--- src/rtl/elevator_request_unit_if.sv ---
// Purpose: board/FSM-facing signal bundle of the elevator request unit.
// Ports  : key_n, hall_sw, cur_floor, at_rest, serve (towards the unit);
//          pending, req_valid, target, dir_up, here (from the unit).
//          master = board + controller FSM side, slave = request unit side.
interface elevator_request_unit_if #(
  parameter int FLOORS = 4,
  parameter int FW     = 2
);
  logic [FLOORS-1:0] key_n;
  logic [FLOORS-1:0] hall_sw;
  logic [FW-1:0]     cur_floor;
  logic              at_rest;
  logic              serve;
  logic [FLOORS-1:0] pending;
  logic              req_valid;
  logic [FW-1:0]     target;
  logic              dir_up;
  logic              here;

  modport master (
    output key_n, hall_sw, cur_floor, at_rest, serve,
    input  pending, req_valid, target, dir_up, here
  );

  modport slave (
    input  key_n, hall_sw, cur_floor, at_rest, serve,
    output pending, req_valid, target, dir_up, here
  );
endinterface

--- src/rtl/elevator_request_unit.sv ---
// Purpose: captures cabin/hall requests into a pending bitmap and hands the
//          controller FSM a scan-ordered target floor and direction.
// Latency: press -> pending 3 edges; pending/cur_floor -> target/dir/here 1 edge.
// Backpressure: none; requests accumulate in the bitmap until served.
// Ports  : CLOCK_50, reset (async, active-high), bus (slave side of
//          elevator_request_unit_if).
module elevator_request_unit #(
  parameter int FLOORS = 4,
  parameter int FW     = 2
) (
  input  logic                    CLOCK_50,
  input  logic                    reset,
  elevator_request_unit_if.slave  bus
);

  typedef enum logic [1:0] {
    S_IDLE = 2'd0,
    S_UP   = 2'd1,
    S_DOWN = 2'd2
  } state_t;

  // input synchronizers and edge-detect history
  logic [FLOORS-1:0] r_key_s1, r_key_s2, r_key_prev;
  logic [FLOORS-1:0] r_hall_s1, r_hall_s2, r_hall_prev;

  logic [FLOORS-1:0] r_pending;
  state_t            r_state;
  logic              r_dir_up;
  logic [FW-1:0]     r_target;
  logic              r_req_valid;
  logic              r_here;

  logic [FLOORS-1:0] w_evt;
  logic [FLOORS-1:0] w_clr;
  logic [FLOORS-1:0] w_pending_nxt;
  logic              w_any;
  logic              w_here_now;
  logic              w_has_above, w_has_below;
  logic [FW-1:0]     w_lo_above, w_hi_below;
  logic              w_go_up;
  state_t            w_state_nxt;
  logic              w_dir_nxt;
  logic [FW-1:0]     w_target_nxt;

  // rising edge of a synchronized level is a request; held levels are not
  assign w_evt = (r_key_s2 & ~r_key_prev) | (r_hall_s2 & ~r_hall_prev);

  // clear mask applied after set so a same-floor set/serve collision drops
  assign w_clr         = bus.serve ? (FLOORS'(1) << bus.cur_floor) : '0;
  assign w_pending_nxt = (r_pending | w_evt) & ~w_clr;

  assign w_any      = |r_pending;
  assign w_here_now = r_pending[bus.cur_floor];

  // nearest pending floor strictly above / strictly below cur_floor
  always_comb begin
    w_has_above = 1'b0;
    w_has_below = 1'b0;
    w_lo_above  = '0;
    w_hi_below  = '0;
    for (int i = FLOORS - 1; i >= 0; i--) begin
      if (r_pending[i] && (i > int'(bus.cur_floor))) begin
        w_has_above = 1'b1;
        w_lo_above  = FW'(i);
      end
    end
    for (int i = 0; i < FLOORS; i++) begin
      if (r_pending[i] && (i < int'(bus.cur_floor))) begin
        w_has_below = 1'b1;
        w_hi_below  = FW'(i);
      end
    end
  end

  // from rest, head for the closer side; a tie goes up
  assign w_go_up = w_has_above &&
                   (!w_has_below ||
                    ((w_lo_above - bus.cur_floor) <= (bus.cur_floor - w_hi_below)));

  always_comb begin
    w_state_nxt = r_state;
    w_dir_nxt   = r_dir_up;
    if (bus.at_rest) begin
      case (r_state)
        S_IDLE: begin
          if (w_any && !w_here_now) begin
            w_state_nxt = w_go_up ? S_UP : S_DOWN;
          end
        end
        S_UP: begin
          if (!w_any) begin
            w_state_nxt = S_IDLE;
          end else if (!w_has_above && w_has_below) begin
            w_state_nxt = S_DOWN;
          end
        end
        S_DOWN: begin
          if (!w_any) begin
            w_state_nxt = S_IDLE;
          end else if (!w_has_below && w_has_above) begin
            w_state_nxt = S_UP;
          end
        end
        default: w_state_nxt = S_IDLE;
      endcase
    end
    if (w_state_nxt == S_UP) begin
      w_dir_nxt = 1'b1;
    end else if (w_state_nxt == S_DOWN) begin
      w_dir_nxt = 1'b0;
    end
  end

  // target follows the scan direction; when the preferred side is empty
  // (e.g. moving with at_rest low) it falls back to the other side
  always_comb begin
    w_target_nxt = bus.cur_floor;
    if (w_any && !w_here_now) begin
      case (w_state_nxt)
        S_UP:    w_target_nxt = w_has_above ? w_lo_above : w_hi_below;
        S_DOWN:  w_target_nxt = w_has_below ? w_hi_below : w_lo_above;
        default: w_target_nxt = w_go_up ? w_lo_above : w_hi_below;
      endcase
    end
  end

  always_ff @(posedge CLOCK_50 or posedge reset) begin
    if (reset) begin
      r_key_s1    <= '0;
      r_key_s2    <= '0;
      r_key_prev  <= '0;
      r_hall_s1   <= '0;
      r_hall_s2   <= '0;
      r_hall_prev <= '0;
      r_pending   <= '0;
      r_state     <= S_IDLE;
      r_dir_up    <= 1'b1;
      r_target    <= '0;
      r_req_valid <= 1'b0;
      r_here      <= 1'b0;
    end else begin
      r_key_s1    <= ~bus.key_n;
      r_key_s2    <= r_key_s1;
      r_key_prev  <= r_key_s2;
      r_hall_s1   <= bus.hall_sw;
      r_hall_s2   <= r_hall_s1;
      r_hall_prev <= r_hall_s2;
      r_pending   <= w_pending_nxt;
      r_state     <= w_state_nxt;
      r_dir_up    <= w_dir_nxt;
      r_target    <= w_target_nxt;
      r_req_valid <= w_any;
      r_here      <= w_here_now;
    end
  end

  assign bus.pending   = r_pending;
  assign bus.req_valid = r_req_valid;
  assign bus.target    = r_target;
  assign bus.dir_up    = r_dir_up;
  assign bus.here      = r_here;

endmodule

--- src/flat_wrapper.sv ---
// flat-port wrapper written by rule: the top's interface ports become plain ports
module elevator_request_unit_flat 
#(
  parameter int FLOORS = 4,
  parameter int FW     = 2
)
  (CLOCK_50, reset, bus_key_n, bus_hall_sw, bus_cur_floor, bus_at_rest, bus_serve, bus_pending, bus_req_valid, bus_target, bus_dir_up, bus_here);
  elevator_request_unit_if #(.FLOORS(FLOORS), .FW(FW)) bus_i ();
  input  logic CLOCK_50;
  input  logic reset;
  input wire logic [$bits(bus_i.key_n)-1:0] bus_key_n;
  input wire logic [$bits(bus_i.hall_sw)-1:0] bus_hall_sw;
  input wire logic [$bits(bus_i.cur_floor)-1:0] bus_cur_floor;
  input wire logic [$bits(bus_i.at_rest)-1:0] bus_at_rest;
  input wire logic [$bits(bus_i.serve)-1:0] bus_serve;
  output wire logic [$bits(bus_i.pending)-1:0] bus_pending;
  output wire logic [$bits(bus_i.req_valid)-1:0] bus_req_valid;
  output wire logic [$bits(bus_i.target)-1:0] bus_target;
  output wire logic [$bits(bus_i.dir_up)-1:0] bus_dir_up;
  output wire logic [$bits(bus_i.here)-1:0] bus_here;
  assign bus_i.key_n = bus_key_n;
  assign bus_i.hall_sw = bus_hall_sw;
  assign bus_i.cur_floor = bus_cur_floor;
  assign bus_i.at_rest = bus_at_rest;
  assign bus_i.serve = bus_serve;
  assign bus_pending = bus_i.pending;
  assign bus_req_valid = bus_i.req_valid;
  assign bus_target = bus_i.target;
  assign bus_dir_up = bus_i.dir_up;
  assign bus_here = bus_i.here;
  elevator_request_unit #(.FLOORS(FLOORS), .FW(FW)) u_core (.CLOCK_50(CLOCK_50), .reset(reset), .bus(bus_i));
endmodule
--- config.mk ---
export PLATFORM = sky130hd
export DESIGN_NAME = elevator_request_unit_flat
export DESIGN_NICKNAME = d
export VERILOG_FILES = /design/src/rtl/elevator_request_unit_if.sv /design/src/rtl/elevator_request_unit.sv /design/src/flat_wrapper.sv
export SDC_FILE = /design/constraint.sdc
export NUM_CORES = 1
export LEC_CHECK = 0
export ABC_AREA = 1
export CORE_MARGIN = 2
export CORE_UTILIZATION = 48
export CTS_CLUSTER_SIZE = 24
export DETAILED_ROUTE_END_ITERATION = 8
export PLACE_DENSITY = 0.74
export REMOVE_ABC_BUFFERS = 1
export SLEW_MARGIN = 20
export SYNTH_ARGS = -nofsm -noshare
export SYNTH_HDL_FRONTEND = slang
export SYNTH_SLANG_ARGS = --single-unit
--- constraint.sdc ---
create_clock -name CLOCK_50 -period 2.61 [get_ports CLOCK_50]
set_input_delay 0.522 -clock CLOCK_50 [delete_from_list [all_inputs] [get_ports CLOCK_50]]
set_output_delay 0.522 -clock CLOCK_50 [all_outputs]
set_load 0.005 [all_outputs]
---- After elaboration in Yosys (flattened, before gate mapping) ----
Cells that the tools add are included.
word-level totals
  bits in registers ....................... 35
  logic and storage cells ................. 82
  input bits .............................. 14
cells by class
  muxes and demuxes ....................... 29
  magnitude comparators ................... 8
  eq/ne operators ......................... 4
  add/subtract/negate cells ............... 2
  shift-type cells ........................ 1
  bitwise gates (word level) .............. 9
  reduce and logical (&&, ||, !) cells .... 17
operators by type and width
  kind                                                 number
  two-way mux 2 bit                                    15
  NOT 4 bit                                            4
  AND 4 bit                                            3
  logical AND 1 bit                                    10
  two-way mux 1 bit                                    10
  OR 4 bit                                             2
  case mux 2 bit (3 select lines)                      1
  == test 2 x 1 -> 1 bit (second input constant)       2
  == test 2 bit (second input constant)                2
  > comparator 2 bit (first input constant)            2
  < comparator 1 x 2 -> 1 bit (first input constant)   2
  two-way mux 4 bit                                    1
  case mux 2 bit (2 select lines)                      1
  OR reduction 4 bit                                   1
  left shift 1 x 2 -> 4 bit (first input constant)     1
  subtractor 2 bit                                     2
  zero test 1 bit                                      3
  < comparator 2 x 3 -> 1 bit (second input constant)  1
  binary-select mux 1 bit (select 2 bit)               1
  > comparator 1 x 2 -> 1 bit (first input constant)   1
  <= comparator 2 bit                                  1
  zero test 2 bit                                      1
  < comparator 2 bit (first input constant)            1
  nonzero test 2 bit                                   1
  logical OR 1 bit                                     1

---- Logic depth before layout (Yosys ltp) ----
  depth in word-level cells ............... 16
  mapped depth ............................ 25

---- Worst setup path after synthesis ----
OpenSTA, ideal clock, no wires.
  kind .................................... input port to flip-flop
  from .................................... input bus_cur_floor[1]
  to ...................................... register u_core.r_target[1] (netlist: u_core.bus.target[1])
  path buffers ............................ 1
  stages on the path ...................... 23
  arrival time ............................ 2.910 ns
  required time ........................... 2.483 ns
  setup slack ............................. -0.426 ns
  library setup time ...................... 0.127 ns
  path through ............................ buf_4 inv_2 nand2_1 nand2_2 nand2_2 xor2_1 xnor2_1 ha_1 nand2_1 inv_1 nor2_1 nand2_4 nand2_2 nand2_1 nand3_2 a21oi_1 ha_1 inv_1 nand3_1 o21ai_0 nand2_1 nand3_1 o21ai_0
on the way
  longest elaborated chain between the ends .. 16
  elaborated cells on any way between the ends .. 51
  classes of those cells .................. add/sub: 2; order compare: 7; eq/ne: 2; mux: 26; reduce/logical: 14
RTL lines
  item                                                            RTL line                      RTL
  from (decl)                                                     flat_wrapper.sv:13            input wire logic [$bits(bus_i.cur_floor)-1:0] bus_cur_floor;
  > comparator 2 bit                                              elevator_request_unit.sv:62   if (r_pending[i] && (i > int'(bus.cur_floor))) begin
  logical AND 1 bit                                               elevator_request_unit.sv:62
  two-way mux 2 bit (3 in series)                                 elevator_request_unit.sv:62
  subtractor 2 bit                                                elevator_request_unit.sv:78   ((w_lo_above - bus.cur_floor) <= (bus.cur_floor - w_hi_below)));
  <= comparator 2 bit                                             elevator_request_unit.sv:78
  logical OR 1 bit                                                elevator_request_unit.sv:77   (!w_has_below ||
  logical AND 1 bit                                               elevator_request_unit.sv:76   assign w_go_up = w_has_above &&
  two-way mux 2 bit                                               elevator_request_unit.sv:87   w_state_nxt = w_go_up ? S_UP : S_DOWN;
  two-way mux 2 bit                                               elevator_request_unit.sv:86   if (w_any && !w_here_now) begin
  case mux 2 bit (3 select lines)                                 elevator_request_unit.sv:84   case (r_state)
  two-way mux 2 bit                                               elevator_request_unit.sv:83   if (bus.at_rest) begin
  == test 2 bit / == test 2 x 1 -> 1 bit (equally long branches)  elevator_request_unit.sv:119  case (w_state_nxt)
  case mux 2 bit (2 select lines)                                 elevator_request_unit.sv:119
  two-way mux 2 bit (*)                                           elevator_request_unit.sv:118  if (w_any && !w_here_now) begin
  net u_core.w_target_nxt[1]                                      elevator_request_unit.sv:43   logic [FW-1:0] w_target_nxt;
  to (signal assigned)                                            elevator_request_unit.sv:151  r_target <= w_target_nxt;
  to (decl)                                                       elevator_request_unit.sv:29   logic [FW-1:0] r_target;
The timed path passes the listed nets; every way through them passes the cells marked *. The select of a mux whose other input is x is not followed.
A chain may end at the register's enable or synchronous reset.

---- Worst setup path after layout ----
  from .................................... register u_core.r_pending[2] (netlist: u_core.bus.pending[2])
  to ...................................... register u_core.r_target[0] (netlist: u_core.bus.target[0])
on the way
  longest elaborated chain between the ends .. 14
  elaborated cells on any way between the ends .. 37
  classes of those cells .................. add/sub: 2; order compare: 1; eq/ne: 2; mux: 21; reduce/logical: 11
RTL lines
  item                                                            RTL line                      RTL
  from (decl)                                                     elevator_request_unit.sv:26   logic [FLOORS-1:0] r_pending;
  from (signal assigned)                                          elevator_request_unit.sv:148  r_pending <= w_pending_nxt;
  logical AND 1 bit                                               elevator_request_unit.sv:62
  two-way mux 2 bit (2 in series)                                 elevator_request_unit.sv:62
  subtractor 2 bit                                                elevator_request_unit.sv:78
  <= comparator 2 bit                                             elevator_request_unit.sv:78
  logical OR 1 bit                                                elevator_request_unit.sv:77
  logical AND 1 bit                                               elevator_request_unit.sv:76
  two-way mux 2 bit                                               elevator_request_unit.sv:87
  two-way mux 2 bit                                               elevator_request_unit.sv:86
  case mux 2 bit (3 select lines) (*)                             elevator_request_unit.sv:84
  two-way mux 2 bit (*)                                           elevator_request_unit.sv:83
  net u_core.w_state_nxt[0]                                       elevator_request_unit.sv:41   state_t w_state_nxt;
  == test 2 bit / == test 2 x 1 -> 1 bit (equally long branches)  elevator_request_unit.sv:119
  case mux 2 bit (2 select lines) (*)                             elevator_request_unit.sv:119
  two-way mux 2 bit (*)                                           elevator_request_unit.sv:118
  net u_core.w_target_nxt[0]                                      elevator_request_unit.sv:43
Marked as above.

==> results.md <==
* finished, violations left — run status
* setup timing — failing checks
* 4.893 — DR vias/cell
* 0 — leftover overflow at the end of global routing
* 2165 µm² — placed cell area
* sky130_fd_sc_hd__buf_4 — most common library cell in the layout ignoring fill and taps
* 1.253 nW — LEAKAGE
* 180 — gate count of the mapped netlist
* 0 — Slew Limit Fails
* buffers and inverters — Crit path max-delay family
* flip-flop to flip-flop — Hold Path Class
* sky130_fd_sc_hd__dfrtp_2 — crit path max-delay cell type
* 22 — count of port buffers added during placement
* 1.596% — xor and xnor area share after synthesis
* 0 — Warnings, synthesis
* 12.73 µm — WL/cell
* 62.57 µm — width of the chip
* 0.8804 — weighted congestion reported at the end of routability-driven placement
* 0% — multiplexer fraction of the synthesized cell area
* 271 — total number of nets in the final design
* true — setup repair after global routing missed its margin
* 53.27% — share of the yosys chip area belonging to registers
* sky130_fd_sc_hd__buf_4 (44), sky130_fd_sc_hd__dfrtp_1 (33), sky130_fd_sc_hd__inv_1 (32), sky130_fd_sc_hd__nand2_1 (32), sky130_fd_sc_hd__clkdlybuf4s50_1 (20) — commonest cells after routing, fill and taps aside
* 0.5428 mV — highest ir drop seen on vdd
* 38.74% — layout cell share with drive strength beyond 1
* simple AND/OR/NAND/NOR gates — main combinational cell family by area after synthesis
* built — clock tree from TritonCTS
* 2705 ps — minimum clock period
* 723.5 nW/µm² — total power density per cell area
* flip-flop — capturing element type of the critical path
* 74.52% — worst rel slew slack
* 430 ps — Largest stage delay, worst path
* 381.8 ps — actual transition at the worst max-transition pin
* inv_4 -> nor2_8 -> inv_2 -> buf_4 -> buf_4 -> buf_4 -> buf_4 -> buf_4 -> buf_4 -> nand2_4 -> nand2_1 -> nand2_1 -> o21ai_1 -> inv_1 -> nand2_1 -> nand2_1 -> nand2_2 -> ha_4 -> inv_2 -> buf_4 -> nand2_2 -> nand2_1 -> nand2_1 -> nand2_1 — critical path, cell by cell
* 0 — number of antenna violations at the first check in global routing
* 2 — setup violators final
* 1463 — Vias
* 7.295% — Compound-Gate Fraction of Synth Area
* 49.74% — starting density of the core
* 9.148 µm² — Mean Syn Cell Area
* 0 — Max Cap Violations
* 330 ps — clock latency on the worst-skew pair
* 23 — number of top-level pins
* 3915 µm² — die area
* 2940 ps — Data arrival, critical path
* 24 — path depth of the worst reg2reg path
* 35 — Clock Sink Count
* 2594 µm — post-DP HPWL
* 43 — drt initial violations
* 3805 µm — Total Wirelength
* 2840 ps — required time of the critical path
* 0 — DRC violation count after routing
* 0.001741 W — PnR Total Power
* 26 — largest net degree at the start of global routing
* 24.92% — basic-gate share of the synthesized area counting and, or, nand and nor cells
* 2 — deepest level of the CTS H-tree
* 103.6% — crit share post-route
* 24 — number of stages on the worst setup path
* 11 — Bufs and invs on worst path
* 4 — detailed-routing iteration count for the pre-antenna-repair pass
* 3.799% — adder-cell share of the synthesized area
* 6755 µm — first-pass GRT wire length
* 1647 µm² — post-synth design cell area
* 4 — largest fanout of any net on the critical path
* 5 — number of buffers added by the clock tree synthesis step
* 0 — number of antenna cells inserted
* flip-flop — nature of the critical path startpoint
* sky130_fd_sc_hd__clkbuf_4 — buffer cell driving the clock tree root
* 26 — synth unique cells
* 16.37 ps — skew final
* -189.3 ps — setup tns final
* 21 — total number of placement rows
* 0 — number of cells on the worst hold path
* flip-flop to flip-flop — class of the most critical setup path
* 1527 — number of global-route vias before repair
* 72.68% — utilization of the core after routing
* 369.7 MHz — maximum clock frequency
* 0 — hold buffers post-CTS
* 46.12% — Syn-to-layout area delta
* -94.74 ps — Setup WS post-layout
* 2406 µm² — design area
* 62.57 µm — y dimension of the die
* 0 — count of antenna-violating nets left after detailed routing
* 3311 µm² — area of the core
* -978.3 ps — setup slack after placement
* 110 ps — Clk pin slew, worst setup/hold paths
* 0 — endpoints failing hold
* 22.27% — gr usage total
* 35 — flip-flop and latch count after synthesis
* 2 — buffers from clock root to sink, at most
-- registers in the layout, summed over array words and instances, names as in the netlist --
register / cells
u_core.bus.dir_up: 1
u_core.r_key_s1: 4
u_core.bus.here: 1
u_core.bus.req_valid: 1
u_core.r_key_s2: 4
u_core.r_hall_s1: 4
u_core.r_key_prev: 4
u_core.bus.target: 2
u_core.r_state: 2
u_core.bus.pending: 4
u_core.r_hall_s2: 4
u_core.r_hall_prev: 4
-- power breakdown --
| group | switching [W] | internal (W) |
|---|---|---|
| combinational | 0.000389 | 0.000391 |
| sequential | 0.0000352 | 0.000606 |
| clock | 0.000162 | 0.000158 |
| total | 0.000586 | 0.00115 |
-- cell families after synthesis --
group / after synthesis
AO/OA/AOI/OAI: 19
adder cells (fa/ha/maj): 5
flip-flops: 35
AND/OR/NAND/NOR: 79
XOR/XNOR: 3
buffers and inverters: 39
-- worst paths after layout --
check	end	from	slack, ps
worst max-delay path	u_core.bus.target[0]$_DFF_PP0_	u_core.bus.pending[2]$_DFF_PP0_	-90
worst min-delay path	u_core.r_key_s2[1]$_DFF_PP0_	u_core.r_key_s1[1]$_DFF_PP0_	350
worst max register to register	u_core.bus.target[0]$_DFF_PP0_	u_core.bus.pending[2]$_DFF_PP0_	-90
worst min register to register	u_core.r_key_s2[1]$_DFF_PP0_	u_core.r_key_s1[1]$_DFF_PP0_	350
max in group asynchronous	u_core.r_hall_s1[2]$_DFF_PP0_	reset	1500
min in group asynchronous	u_core.r_hall_prev[1]$_DFF_PP0_	reset	460
-- layer usage --
layer | up-vias | GRT usage [%] | part of all wire (%)
met5 | - | 0 | 0
met4 | 0 | 14.17 | 4.1
met3 | 21 | 5.405 | 4.0
met2 | 49 | 37.23 | 52
met1 | 685 | 25.57 | 40
li1 | 708 | - | -
-- cell type report --
| class | count | area, µm² |
|---|---|---|
| Sequential cell | 35 | 878.3 |
| Multi-Input combinational cell | 106 | 715.7 |
| Tap cell | 46 | 57.56 |
| Inverter | 38 | 145.1 |
| Fill cell | 247 | 904.6 |
| Timing Repair Buffer | 66 | 540.5 |
| Clock buffer | 8 | 68.82 |
-- through the flow --
stage	hold slack [ps]	cells
3_3_place_gp	333.9	280
3_5_place_dp	337.1	280
5_1_grt	364.1	299
4_1_cts	358.7	297
2_1_floorplan	331.2	179
6_report	354.2	299
-- synthesized netlist by cell type, drive strengths merged --
master / instances / area, µm²
dfrtp: 34 / 850.8
xnor2: 2 / 17.52
buf: 1 / 7.510
o22ai: 6 / 37.54
dfstp: 1 / 26.28
a21oi: 5 / 28.78
o211ai: 1 / 7.510
nand3: 17 / 100.1
nand4: 2 / 18.77
ha: 5 / 62.56
xor2: 1 / 8.760
nor2: 13 / 72.57
inv: 38 / 142.6
o21ai: 5 / 28.77
nand2: 47 / 219.0
o32ai: 2 / 17.52
-- repair_timing --
item | CTS | global route
endpoints found under the setup margin | 3 | 3
gates cloned | 0 | 0
pin swaps | 12 | 9
resized for setup | 28 | 7
buffers inserted | 9 | 2
-- worst reg2reg max path: stages, from the launching register on --
cell                      delay [ps]
sky130_fd_sc_hd__dfrtp_2         430
sky130_fd_sc_hd__inv_4            60
sky130_fd_sc_hd__nor2_8           80
sky130_fd_sc_hd__inv_2            40
sky130_fd_sc_hd__buf_4           120
sky130_fd_sc_hd__buf_4           120
sky130_fd_sc_hd__buf_4           120
sky130_fd_sc_hd__buf_4           130
sky130_fd_sc_hd__buf_4           120
sky130_fd_sc_hd__buf_4           140
sky130_fd_sc_hd__nand2_4          90
sky130_fd_sc_hd__nand2_1          80
sky130_fd_sc_hd__nand2_1          70
sky130_fd_sc_hd__o21ai_1          60
sky130_fd_sc_hd__inv_1            70
sky130_fd_sc_hd__nand2_1          50
sky130_fd_sc_hd__nand2_1          70
sky130_fd_sc_hd__nand2_2          80
sky130_fd_sc_hd__ha_4            290
sky130_fd_sc_hd__inv_2            40
sky130_fd_sc_hd__buf_4           130
sky130_fd_sc_hd__nand2_2          50
sky130_fd_sc_hd__nand2_1          50
sky130_fd_sc_hd__nand2_1          60
sky130_fd_sc_hd__nand2_1          50
Note: power is estimated with default switching activity, not from simulation.
